[src/rtl/wisc_mem_ctrl.sv]
// WISC memory-stage controller: issues loads/stores to a multicycle data memory,
// stalls the pipeline until each access completes and captures load data for WB.
module wisc_mem_ctrl #(
  parameter int TIMEOUT = 16
) (
  input  logic        clk,
  input  logic        rst,
  input  logic [15:0] alu_result,
  input  logic [15:0] write_data,
  input  logic        mem_write_enable,
  input  logic        mem_read_enable,
  input  logic        halt_in,
  input  logic [15:0] mem_data_in,
  input  logic        mem_done,
  input  logic        mem_stall,
  input  logic        mem_err,
  output logic [15:0] mem_addr,
  output logic [15:0] mem_wdata,
  output logic        mem_rd,
  output logic        mem_wr,
  output logic        mem_createdump,
  output logic [15:0] read_data,
  output logic        stall_pipe,
  output logic        halt_out,
  output logic        err,
  output logic [2:0]  fsm_state
);

  localparam logic [2:0] IDLE = 3'd0;
  localparam logic [2:0] WAIT = 3'd1;
  localparam logic [2:0] DONE = 3'd2;
  localparam logic [2:0] HALT = 3'd3;
  localparam logic [2:0] ERR  = 3'd4;

  localparam int CW = $clog2(TIMEOUT);
  localparam logic [CW-1:0] LAST = CW'(TIMEOUT - 1);

  logic [2:0]    state;
  logic [2:0]    nxt;
  logic [CW-1:0] cnt;
  logic          is_load;
  logic          access;
  logic          bad;
  logic          issue;
  logic          capture;

  assign mem_addr  = alu_result;
  assign mem_wdata = write_data;
  assign fsm_state = state;

  assign access = mem_read_enable | mem_write_enable;
  assign bad    = (mem_read_enable & mem_write_enable) | (access & alu_result[0]);
  assign issue  = (state == IDLE) & access & ~bad;

  // Load data is captured on the completing edge; stores never touch read_data.
  assign capture = mem_done & ~mem_err &
                   (((state == IDLE) & issue & ~mem_stall & mem_read_enable) |
                    ((state == WAIT) & is_load));

  always_comb begin
    nxt = state;
    case (state)
      IDLE: begin
        if (bad)
          nxt = ERR;
        else if (access) begin
          if (!mem_stall)
            nxt = mem_done ? (mem_err ? ERR : DONE) : WAIT;
        end else if (halt_in)
          nxt = HALT;
      end
      WAIT: begin
        if (mem_done)
          nxt = mem_err ? ERR : DONE;
        else if (cnt == LAST)
          nxt = ERR;
      end
      DONE:    nxt = IDLE;
      HALT:    nxt = HALT;
      ERR:     nxt = ERR;
      default: nxt = IDLE;
    endcase
  end

  // A faulted access keeps the pipeline frozen in the cycle it is detected.
  assign mem_rd         = ~rst & issue & mem_read_enable;
  assign mem_wr         = ~rst & issue & mem_write_enable;
  assign mem_createdump = ~rst & (state == IDLE) & ~access & halt_in;
  assign stall_pipe     = ~rst & (((state == IDLE) & access) | (state == WAIT) | (state == ERR));
  assign err            = (state == ERR);
  assign halt_out       = (state == HALT);

  always_ff @(posedge clk) begin
    if (rst) begin
      state     <= IDLE;
      cnt       <= '0;
      is_load   <= 1'b0;
      read_data <= 16'h0000;
    end else begin
      state <= nxt;
      if (state == IDLE) begin
        cnt     <= '0;
        is_load <= mem_read_enable;
      end else if ((state == WAIT) && (cnt != LAST)) begin
        cnt <= cnt + 1'b1;
      end
      if (capture)
        read_data <= mem_data_in;
    end
  end

endmodule

[config.mk]
export PLATFORM = sky130hd
export DESIGN_NAME = wisc_mem_ctrl
export DESIGN_NICKNAME = d
export VERILOG_FILES = /design/src/rtl/wisc_mem_ctrl.sv
export SDC_FILE = /design/constraint.sdc
export NUM_CORES = 1
export LEC_CHECK = 0
export ABC_AREA = 1
export CORE_UTILIZATION = 25
export DETAILED_ROUTE_END_ITERATION = 6
export PLACE_DENSITY = 0.71
export SETUP_SLACK_MARGIN = 0.02
export SLEW_MARGIN = 20
export SYNTH_ARGS = -nofsm -noshare
export SYNTH_HDL_FRONTEND = slang
export SYNTH_SLANG_ARGS = --single-unit
[constraint.sdc]
create_clock -name clk -period 1.4 [get_ports clk]
set_input_delay 0.42 -clock clk [delete_from_list [all_inputs] [get_ports clk]]
set_output_delay 0.42 -clock clk [all_outputs]
set_load 0.03 [all_outputs]
==> flow_summary_export.csv <==
group,metric,value,unit
run_status,status,"complete, but fails checks",
run_status,violations,"setup timing",
placed_design,routabilityCongestion,0.848,
die,rows,27,
yosys,avgSynthCellArea,7.53,um^2
yosys,synth_edf_count,0,
power_and_ir_drop,p_leak,0.000969,uW
clock_tree,postCtsHoldBufs,0,
sta,hold_violations,0,
route,remaining_drc_errors,0,
sta,slew_headroom,0.844,
sta,setup_ws,-330,ps
placed_design,dpl_cell_area,2020,um^2
layout,register_area,493,um^2
worst_setup_path,arrival,1310,ps
layout,layout-drive-gt1-share,0.492,
layout,postLayoutCoreUtil,0.404,
power_and_ir_drop,p_per_area,846,nW/um^2
worst_setup_path,ff2ff_path_depth,10,
power_and_ir_drop,ir_drop,0.382,mV
worst_setup_path,crit_path_end_kind,"output port",
yosys,synthTopCellsByCount,"buf_4, nand2_1, dfxtp_1, nand3_1, nor2_1",
worst_setup_path,r2r-end,"read_data[0]$_SDFFE_PP0P_",
route,post_drt_wl_per_cell,11.7,um
grt,grt_start_max_net_pins,17,
worst_hold_path,holdPathEnd,"cnt[0]$_SDFFE_PP0P_",
yosys,synth_top_area_frac,0.325,
worst_setup_path,reg2reg_slack,-160,ps
grt,grt_overflow,0,
sta,tns,-4230,ps
layout,finalNetCount,306,
worst_setup_path,start_kind,"register",
placed_design,dp_cells,305,
yosys,synth_area_leader_cell,"dfxtp_1",
worst_hold_path,min_path_cells,2,
yosys,yosysSeqAreaShare,0.325,
clock_tree,insertion_delay,260,ps
grt,grt_first_pass_wirelength,6110,um
die,initial_core_util,0.263,
grt,antenna_found_initial,0,
clock_tree,cts_buffers,3,
die,die_y,78.9,um
clock_tree,htree_levels,1,
clock_tree,root_buffer,"clkbuf_8",
worst_setup_path,worstSetupPathType,"register to output port",
grt,grt_pass1_vias,1347,
route,ant_nets,0,
worst_setup_path,reg2reg_from,"fsm_state[2]$_SDFFE_PP0P_",
placed_design,hpwlAfterDp,2690,um
route,vias_per_cell,4.31,
worst_setup_path,cp_max_fo,4,
yosys,synthFlopType,"dfxtp_1",
die,io_pins,113,
sta,skew,4.77,ps
placed_design,io_buffers,50,
route,vias,1378,
die,core,5610,um^2
yosys,ys_warn_count,0,
sta,fmax,0.578,GHz
sta,period_minus_slack,1730,ps
sta,period_share,1.24,
die,dieArea,6220,um^2
worst_setup_path,worst_ep_required_time,980,ps
layout,final_cells,320,
route,drt_iter0_drc,56,
grt,grt_usage,0.123,
sta,rsz0062_at_grt,"yes",
worst_hold_path,hold_class,"register to register",
yosys,synth_cell_type_count,23,
layout,fill_cells,587,
clock_tree,numClockSinks,24,
yosys,yosysMostFrequentCell,"buf_4",
clock_tree,clockBufferDepth,2,
yosys,syn_area,1480,um^2
yosys,synth_seq_cells,24,
layout,n_antenna_cell,0,
sta,drv_slew,0,
layout,area_growth,53.6,%
yosys,synth_area_leaders,"dfxtp_1, buf_4, nand3_1",
sta,setup_viol,22,
worst_hold_path,hold_start,"cnt[0]$_SDFFE_PP0P_",
yosys,async_reset_ff_frac,0,
yosys,syn_nets,253,
route,first_pass_iters,4,
clock_tree,cts_tree,"yes",
flow_run,maxCapViolations,0,
die,die_w,78.9,um
route,finalWirelength,3740,um
sta,worstMarginPinSlew,234,ps
yosys,syn_inst,196,
layout,finalInstanceArea,2270,um^2
clock_tree,path_clk_slew,80,ps
layout,multiInputGateArea,788,um^2
==> cell type report <==
class                           instances  share of cell area
Tap cell                               72              0.0397
Inverter                               17              0.0315
Clock buffer                            4              0.0199
Sequential cell                        24               0.217
Timing Repair Buffer                   84               0.344
Multi-Input combinational cell        119               0.348
==> registers in the layout (all words and copies together), names as in the netlist <==
signal / count
read_data: 16
cnt: 4
fsm_state: 3
is_load: 1
==> worst max-delay path by stage <==
stage	depth (start not counted)	from	end	slack, ps
6_report	6	fsm_state[2]$_SDFFE_PP0P_	mem_rd	-330
4_1_cts	6	fsm_state[1]$_SDFFE_PP0P_	mem_rd	-340
3_3_place_gp	7	mem_read_enable	mem_rd	-700
2_1_floorplan	5	fsm_state[2]$_SDFFE_PP0P_	mem_rd	-110
3_5_place_dp	7	mem_read_enable	mem_rd	-720
5_1_grt	6	fsm_state[2]$_SDFFE_PP0P_	mem_rd	-400
==> worst max-delay path, cell delays in order (launching register included) <==
cell and delay, ps:
dfxtp_4 370, inv_4 70, nand3_4 90, nor2_4 170, nand3_4 120, nor2_4 100, buf_6 130
==> cell usage in the layout, fill, tap and decap left out <==
master,Yosys,routed
a21oi_1,10,10
a21oi_2,10,10
buf_12,1,4
buf_16,0,1
buf_2,2,2
buf_4,32,46
buf_6,0,9
clkbuf_1,2,1
clkbuf_8,0,3
clkdlybuf4s50_1,0,18
dfxtp_1,24,20
dfxtp_2,0,1
dfxtp_4,0,3
dlygate4sd2_1,0,4
ha_2,0,1
inv_1,14,10
inv_2,3,4
inv_4,0,3
nand2_1,27,22
nand2_2,11,15
nand2_4,1,2
nand2_8,0,1
nand3_1,24,22
nand3_2,0,1
nand3_4,3,4
nor2_1,18,11
nor2_2,1,2
nor2_4,1,7
nor3_4,0,3
o21ai_0,6,6
or2_0,1,1
xor2_1,1,1
==> what timing repair did <==
item	4_1_cts	5_1_grt
gates cloned	2	0
gates resized for setup	33	8
hold endpoints to repair	0	0
endpoints found under the setup margin	27	27
buffers inserted	9	0
pin swaps	12	2
==> kinds of logic (layout without fill, tap and decap cells) <==
| logic type | count (synthesis) | after routing | share of synthesized area |
|---|---|---|---|
| buffers and inverters | 54 | 105 | 0.231 |
| AO/OA/AOI/OAI | 26 | 26 | 0.114 |
| XOR/XNOR | 1 | 1 | 0.00593 |
| AND/OR/NAND/NOR | 90 | 91 | 0.315 |
| flip-flops | 24 | 24 | 0.325 |
| adder cells (fa/ha/maj) | 1 | 1 | 0.00847 |
==> power breakdown <==
part | internal (uW) | switching (uW)
Clock | 203 | 209
Sequential | 714 | 27.1
Combinational | 368 | 396
==> stage by stage <==
| stage | hold WS [ps] | setup WS [ps] | total power (uW) |
|---|---|---|---|
| after floorplan | 470 | -113 | 1300 |
| after global placement | 476 | -698 | 1440 |
| after detailed placement | 485 | -716 | 1440 |
| after CTS | 496 | -342 | 1940 |
| after global routing | 516 | -397 | 2020 |
| final | 488 | -330 | 1920 |
==> metal layers <==
metal	track usage	up-vias	share of wire
li1	-	703	-
met2	0.215	41	0.50
met5	0	-	0
met3	0.0195	12	0.057
met1	0.149	622	0.42
met4	0.0564	0	0.016
(Power assumes the default switching activity.)
